[config.mk]
export PLATFORM = sky130hd
export DESIGN_NAME = reg_mem_arb
export DESIGN_NICKNAME = d
export VERILOG_FILES = /design/src/rtl/reg_mem_arb_pkg.sv /design/src/rtl/reg_mem_arb_rr_pick2.sv /design/src/rtl/reg_mem_arb.sv
export SDC_FILE = /design/constraint.sdc
export NUM_CORES = 1
export LEC_CHECK = 0
export CORE_UTILIZATION = 31
export CTS_CLUSTER_DIAMETER = 120
export DETAILED_ROUTE_END_ITERATION = 12
export GPL_TIMING_DRIVEN = 1
export HOLD_SLACK_MARGIN = 0.15
export PLACE_DENSITY = 0.84
export SKIP_CTS_REPAIR_TIMING = 1
export SYNTH_ARGS = -nofsm -noshare
export SYNTH_HDL_FRONTEND = slang
export SYNTH_SLANG_ARGS = --single-unit
[constraint.sdc]
create_clock -name clk -period 2.2 [get_ports clk]
set_clock_uncertainty 0.1 [all_clocks]
set_input_delay 0.22 -clock clk [delete_from_list [all_inputs] [get_ports clk]]
set_output_delay 0.22 -clock clk [all_outputs]
set_load 0.02 [all_outputs]
[src/rtl/reg_mem_arb_pkg.sv]
// reg_mem_arb_pkg: shared FSM state enum and default sizes for the reg_mem arbiter
package reg_mem_arb_pkg;
  localparam int DATA_WIDTH_DEF = 4;
  localparam int ADDR_BITS_DEF  = 3;
  typedef enum logic [1:0] {IDLE, OWN0, OWN1} state_e;
endpackage

[src/rtl/reg_mem_arb_rr_pick2.sv]
// rr_pick2: two-way round-robin pick; ptr = 1 gives requester 1 the tie
module rr_pick2
  import reg_mem_arb_pkg::*;
(
  input  logic [1:0] req,
  input  logic       ptr,
  output logic [1:0] gnt
);
  // a lone requester always wins; a tie goes to the side ptr favours
  always_comb begin
    gnt[0] = req[0] & (~req[1] | ~ptr);
    gnt[1] = req[1] & (~req[0] | ptr);
  end
endmodule

[src/rtl/reg_mem_arb.sv]
// reg_mem_arb: two-requester round-robin arbiter for a shared reg_mem; lock support under REG_MEM_ARB_LOCK_EN
module reg_mem_arb
  import reg_mem_arb_pkg::*;
#(
  parameter int DATA_WIDTH = DATA_WIDTH_DEF,
  parameter int ADDR_BITS  = ADDR_BITS_DEF
) (
  input  logic                  clk,
  input  logic                  rst_n,
  input  logic                  req0,
  input  logic                  we0,
  input  logic [ADDR_BITS-1:0]  addr0,
  input  logic [DATA_WIDTH-1:0] wdata0,
  input  logic                  lock0,
  input  logic                  req1,
  input  logic                  we1,
  input  logic [ADDR_BITS-1:0]  addr1,
  input  logic [DATA_WIDTH-1:0] wdata1,
  input  logic                  lock1,
  output logic                  gnt0,
  output logic                  gnt1,
  output logic                  rvalid0,
  output logic                  rvalid1,
  output logic [DATA_WIDTH-1:0] rdata0,
  output logic [DATA_WIDTH-1:0] rdata1,
  output logic [ADDR_BITS-1:0]  mem_addr,
  output logic [DATA_WIDTH-1:0] mem_wdata,
  output logic                  mem_wen,
  input  logic [DATA_WIDTH-1:0] mem_rdata
);
  state_e                state_q, state_d;
  logic                  ptr_q, ptr_d;
  logic                  rvalid0_q, rvalid0_d, rvalid1_q, rvalid1_d;
  logic [DATA_WIDTH-1:0] rdata0_q, rdata0_d, rdata1_q, rdata1_d;
  logic [1:0]            req, pick;
  logic                  tie_ptr;
`ifdef REG_MEM_ARB_LOCK_EN
  logic                  lk_q, lk_d;
  logic                  held, own_lock;
  // a locked owner masks the other requester until it drops its lock
  always_comb begin
    held     = lk_q & (state_q != IDLE);
    own_lock = (state_q == OWN0) ? lock0 : lock1;
    req      = {req1 & ~(held & (state_q == OWN0)), req0 & ~(held & (state_q == OWN1))};
  end
`else
  logic                  unused_lock;
  assign unused_lock = lock0 ^ lock1;
  assign req = {req1, req0};
`endif
  // the last owner favours the other side; in IDLE the remembered pointer decides
  assign tie_ptr = (state_q == OWN0) | ((state_q == IDLE) & ptr_q);
  rr_pick2 u_pick (
    .req (req),
    .ptr (tie_ptr),
    .gnt (pick)
  );
  assign gnt0    = pick[0] & rst_n;
  assign gnt1    = pick[1] & rst_n;
  assign rvalid0 = rvalid0_q;
  assign rvalid1 = rvalid1_q;
  assign rdata0  = rdata0_q;
  assign rdata1  = rdata1_q;
  // route the granted requester onto the reg_mem port, zeros when idle
  always_comb begin
    mem_addr  = gnt0 ? addr0 : gnt1 ? addr1 : '0;
    mem_wdata = gnt0 ? wdata0 : gnt1 ? wdata1 : '0;
    mem_wen   = (gnt0 & we0) | (gnt1 & we1);
  end
  // next ownership, pointer and read-return values
  always_comb begin
    state_d   = gnt0 ? OWN0 : gnt1 ? OWN1 : IDLE;
    ptr_d     = (state_q == IDLE) ? ptr_q : (state_q == OWN0);
    rvalid0_d = gnt0 & ~we0;
    rvalid1_d = gnt1 & ~we1;
    rdata0_d  = rvalid0_d ? mem_rdata : rdata0_q;
    rdata1_d  = rvalid1_d ? mem_rdata : rdata1_q;
`ifdef REG_MEM_ARB_LOCK_EN
    lk_d      = gnt0 ? lock0 : gnt1 ? lock1 : held & own_lock;
    state_d   = (~gnt0 & ~gnt1 & held & own_lock) ? state_q : state_d;
`endif
  end
  // FSM and read-return registers
  always_ff @(posedge clk or negedge rst_n) begin
    if (!rst_n) begin
      state_q   <= IDLE;
      ptr_q     <= 1'b0;
      rvalid0_q <= 1'b0;
      rvalid1_q <= 1'b0;
      rdata0_q  <= '0;
      rdata1_q  <= '0;
`ifdef REG_MEM_ARB_LOCK_EN
      lk_q      <= 1'b0;
`endif
    end else begin
      state_q   <= state_d;
      ptr_q     <= ptr_d;
      rvalid0_q <= rvalid0_d;
      rvalid1_q <= rvalid1_d;
      rdata0_q  <= rdata0_d;
      rdata1_q  <= rdata1_d;
`ifdef REG_MEM_ARB_LOCK_EN
      lk_q      <= lk_d;
`endif
    end
  end
endmodule

; Word-level counts from Yosys, hierarchy flattened
; Index checks and enable logic that the tools add are counted.
; Widths: inputs -> output; s select.
[word_totals]
regBits = 13
output_inout_bits = 20
[classes]
eq_ne = 1
n_mux = 6
n_bitwise = 18
n_reduce_logical = 1
[ops]
columns = cell, count
row1 = $and 1x1->1, 9
row2 = $mux 4, 2
row3 = $mux 3, 2
row4 = $not 1->1, 5
row5 = $mux 2, 2
row6 = $or 1x1->1, 4
row7 = $eq 2x1->1 const B, 1
row8 = $logic_not 2->1, 1

; Depth between registers and ports, before layout
; Gate-level depths: netlist (run 1).
[logic_depth]
depth_word = 9
ltp_mapped = 4
ltp_nobuf = 4

; Modules after synthesis
; Synthesis (run 1) repeated with hierarchy kept, for this count alone.
[hier_totals]
cells_unflattened = 61
area_unflattened_um2 = 678.2
[modules_own_cells]
columns = module, instances, cells_each, area_each_um2, seq_area_each_um2
row1 = reg_mem_arb, 1, 58, 659.4, 325.3
row2 = rr_pick2, 1, 3, 18.8, 0.0

; Least setup slack after synthesis (run 1)
; Ideal clock, no wire load.
[synth_timing]
kind = register to output
from = register state_q[0]
to = output port mem_addr[0]
t_arrival_ns = 1.435
required_time_ns = 1.880
setup_slack_ns = 0.445
stages_incl_launch_ff = 5
cell_sequence = dfrtp_1 -> o21bai_4 -> inv_2 -> a21oi_2 -> a22o_1
[synth_between]
elab_chain_len = 8
[synth_lines]
columns = element, line
row1 = from (decl), reg_mem_arb.sv:31  ; state_e state_q, state_d;
row2 = from (signal assigned), reg_mem_arb.sv:96  ; state_q <= state_d;
row3 = $logic_not 2->1, reg_mem_arb.sv:52  ; assign tie_ptr = (state_q == OWN0) | ((state_q == IDLE) & ptr_q);
row4 = $and 1x1->1, reg_mem_arb.sv:52
row5 = $or 1x1->1 (*), reg_mem_arb.sv:52
row6 = $not 1->1 (*), reg_mem_arb_rr_pick2.sv:11  ; gnt[0] = req[0] & (~req[1] | ~ptr);
row7 = $or 1x1->1 (*), reg_mem_arb_rr_pick2.sv:11
row8 = $and 1x1->1 (*), reg_mem_arb_rr_pick2.sv:11
row9 = $and 1x1->1 (*), reg_mem_arb.sv:58  ; assign gnt0 = pick[0] & rst_n;
row10 = net gnt0, reg_mem_arb.sv:20  ; output logic gnt0,
row11 = $mux 3 (*), reg_mem_arb.sv:66  ; mem_addr = gnt0 ? addr0 : gnt1 ? addr1 : '0;
row12 = to (decl), reg_mem_arb.sv:26  ; output logic [ADDR_BITS-1:0] mem_addr,
; The timed path passes the listed nets; every way through them passes the cells marked *.

; Final worst setup path (run 1)
[layout_timing]
from = register state_q[1]
to = output port gnt1
[layout_between]
elab_chain_len = 6
[layout_lines]
columns = element, line
row1 = $logic_not 2->1, reg_mem_arb.sv:52
row2 = $and 1x1->1, reg_mem_arb.sv:52
row3 = $or 1x1->1 (*), reg_mem_arb.sv:52
row4 = $or 1x1->1 (*), reg_mem_arb_rr_pick2.sv:12  ; gnt[1] = req[1] & (~req[0] | ptr);
row5 = $and 1x1->1 (*), reg_mem_arb_rr_pick2.sv:12
row6 = $and 1x1->1 (*), reg_mem_arb.sv:59  ; assign gnt1 = pick[1] & rst_n;
row7 = to (decl), reg_mem_arb.sv:21  ; output logic gnt1,
; Every way passes the cells marked *; elsewhere a longest branch is shown, timed or not.

==> impl_metrics.env, run 1 <==
export IMPL_placementRows=15
export IMPL_routedWlPerCell_um=13.8
export IMPL_fp_dieW_um=45.2
export IMPL_initial_utilization_pct=33.1
export IMPL_synth_cell_area_sq_um=578
export IMPL_die_area_sq_um=2040
export IMPL_path_class="flip-flop to output port"
export IMPL_tritoncts="built"
export IMPL_drv_max_cap_violation_count=0
export IMPL_tritoncts_num_buffers=3
export IMPL_antenna_found_initial=0
export IMPL_max_freq_mhz=482
export IMPL_detailroute_via_count=535
export IMPL_regArea_sq_um=325
export IMPL_post_drt_via_cell_ratio=4.57
export IMPL_multi_input_area_sq_um=249
export IMPL_port_buffers=43
export IMPL_synth_compound_gate_area_share_pct=26.2
export IMPL_post_synth_inst_count=38
export IMPL_grt_overflow_total=0
export IMPL_clk_transition_reported_paths_ns=0.07
export IMPL_synth_area_leaders="dfrtp_1 (56%), mux2_2 (16%), a22o_1 (12%)"
export IMPL_powerDensity_nw_per_um2=671
export IMPL_clock_insertion_delay_worst_skew_ns=0.27
export IMPL_hold_violations=0
export IMPL_fin_crit_ns=2.08
export IMPL_globalRouteTotalUtil_pct=15.8
export IMPL_drt_iter0_markers=3
export IMPL_synth_fa_ha_area_share_pct=0
export IMPL_path_cells="o21bai_4, a21oi_2, buf_4, clkdlybuf4s50_1"
export IMPL_synthesis_nets=64
export IMPL_pre_cts_ws_ns=-0.0278
export IMPL_antenna_cells=0
export IMPL_synthXorXnorAreaFrac_pct=0
export IMPL_synth_area_mux_share_pct=15.6
export IMPL_fillerInstances=144
export IMPL_main_combinational_cell_family_by_area_after_synthesis="compound AO/OA/AOI/OAI gates"
export IMPL_post_synth_cell_area_avg_sq_um=15.2
export IMPL_dominantRegCellSynth="dfrtp_1"
export IMPL_number_of_global_route_vias_before_repair=502
export IMPL_cts_root_buffer_cell="clkbuf_4"
export IMPL_drv_slew=0
export IMPL_post_synth_top_area_cell="dfrtp_1"
export IMPL_finalNetCount=119
export IMPL_h_tree_depth=1
export IMPL_setup_viol=0
export IMPL_yosys_register_bits=13
export IMPL_synth_yosys_seq_area_share_pct=56.3
export IMPL_tritoncts_num_sinks=13
export IMPL_grt_setup_unrepaired="no"
export IMPL_transition_time_at_the_pin_with_the_least_slew_margin_ns=0.384
export IMPL_postSynth_asyncResetShare_pct=100
export IMPL_setup_worst_path_end_class="output port"
export IMPL_synth_largest_type_area_fraction_pct=56.3
export IMPL_route_final_wire_length_um=1610
export IMPL_ys_warnings_count=0
export IMPL_critPathMaxFanout=9
export IMPL_report_power_total_uw=766
export IMPL_detail_route_antenna_nets=0
export IMPL_floorplan_core_area_sq_um=1750
export IMPL_p_leak_uw=0.000594
export IMPL_timing_hold_worst_class="input port to async pin"
export IMPL_yosysUniqueCellTypes=9
export IMPL_startpoint_type="flip-flop"
export IMPL_drcViolationCount=0
export IMPL_worst_ep_arrival_time_ns=1.76
export IMPL_ios=46
export IMPL_yosys_top_cells_count="dfrtp_1 (13), a22o_1 (8), mux2_2 (8)"
export IMPL_period_share_pct=94.3
export IMPL_synth_edf_count=0
export IMPL_area_delta_synth_final_pct=97.4
export IMPL_worst_ir_drop_vdd_v=0.000564
export IMPL_post_route_cells_drive_above_1_share_pct=26.1
export IMPL_cp_data_required_time_ns=1.88
export IMPL_grt_max_degree=14
export IMPL_status="finished, final reports clean"
export IMPL_gp_congestion=0.683
export IMPL_drt_pass1_iterations=3
export IMPL_yosys_area_share_simple_pct=1.30
export IMPL_post_synth_top_count_cell="dfrtp_1"
export IMPL_slowest_stage="clkdlybuf4s50_1"
export IMPL_grt_pass1_wl_um=2240
export IMPL_die_y_um=45.2
export IMPL_final_critical_path_setup_slack_ns=0.125
export IMPL_cts_buffer_depth=2
export IMPL_timing_slew_headroom_pct=74.3
export IMPL_critPathMaxStageDelay_ns=0.61
[layer usage]
layer  share of wire [%]  GRT usage [%]  vias to the layer above
li1                    -              -                      253
met1                  38           18.1                      265
met2                  57           26.7                       13
met3                 2.8           4.80                        4
met4                 2.4           7.88                        0
met5                   0              0                        -
[per-stage QoR]
step | instances | instance area (sq um) | TNS (ns) | hold slack (ns) | utilization, %
floorplan | 38 | 578 | 0 | -0.176 | -
global placement | 113 | 1090 | 0 | 0.392 | 62.6
detailed placement | 113 | 1090 | -0.0278 | 0.398 | 62.6
CTS | 117 | 1120 | -1.63 | 0.226 | 64.1
global route | 117 | 1140 | 0 | 0.246 | 65.4
finish | 117 | 1140 | 0 | 0.230 | 65.4
[final timing paths]
path                                             from  slack (ns)  cells after the start                    end
worst max-delay path             state_q[1]$_DFF_PN0_        0.12                      4                   gnt1
worst min-delay path                            rst_n        0.23                      2   state_q[1]$_DFF_PN0_
worst min register to register  rdata1[2]$_DFFE_PN0P_        0.41                      1  rdata1[2]$_DFFE_PN0P_
max in group asynchronous                       rst_n        1.61                      2  rdata1[0]$_DFFE_PN0P_
worst max register to register   state_q[0]$_DFF_PN0_        0.47                      4  rdata0[0]$_DFFE_PN0P_
min in group clk                rdata1[2]$_DFFE_PN0P_        0.41                      1  rdata1[2]$_DFFE_PN0P_
[critical path: cells and delay by family (launching register included)]
family	cells	cell delay [ns]
buffers and inverters	2	0.78
flip-flops	1	0.37
AO/OA/AOI/OAI	2	0.34
[cells by family (layout without fill, tap and decap cells)]
| group | Yosys count | after routing |
|---|---|---|
| AOI/OAI and AO/OA | 14 | 14 |
| DFF | 13 | 13 |
| muxes | 8 | 8 |
| and+or+nand+nor | 2 | 2 |
| buffers and inverters | 1 | 55 |
[sequential cells by signal (all words and copies together) (netlist names)]
name / count
ptr_q: 1
rdata0: 4
rdata1: 4
rvalid0: 1
rvalid1: 1
state_q: 2
[cell type report]
type | count | area share, %
sequential | 13 | 28.5
inverter | 1 | 0.329
tap | 25 | 2.74
clock buffer | 4 | 2.30
timing repair buffer | 50 | 44.3
multi-input combinational | 24 | 21.8
[placed cells by master (no fill, tap or decap)]
cell,netlist,layout
clkdlybuf4s50_1,0,34
dfrtp_1,13,13
dlymetal6s2s_1,0,9
a22o_1,8,8
mux2_2,8,8
buf_4,0,7
clkbuf_4,0,3
nand2_1,2,2
a21oi_2,2,2
a211oi_4,2,2
o21bai_4,1,1
inv_2,1,1
a21oi_1,1,1
clkbuf_1,0,1
[report_power, final]
group | switching (uW) | total [uW] | internal (uW)
Clock | 67.9 | 138 | 70.1
Combinational | 144 | 322 | 177
Sequential | 22.5 | 306 | 284
(Power assumes the default switching activity.)
==> run 2, diff against run 1 <==
--- a/config.mk
+++ b/config.mk
@@ -9,7 +9,7 @@
 export CTS_CLUSTER_DIAMETER = 120
 export DETAILED_ROUTE_END_ITERATION = 12
 export GPL_TIMING_DRIVEN = 1
-export HOLD_SLACK_MARGIN = 0.15
+export HOLD_SLACK_MARGIN = 0.06
 export PLACE_DENSITY = 0.84
 export SKIP_CTS_REPAIR_TIMING = 1
 export SYNTH_ARGS = -nofsm -noshare
==> results of run 2 <==
No change in the layout: final DEF, timing and power equal those of run 1.
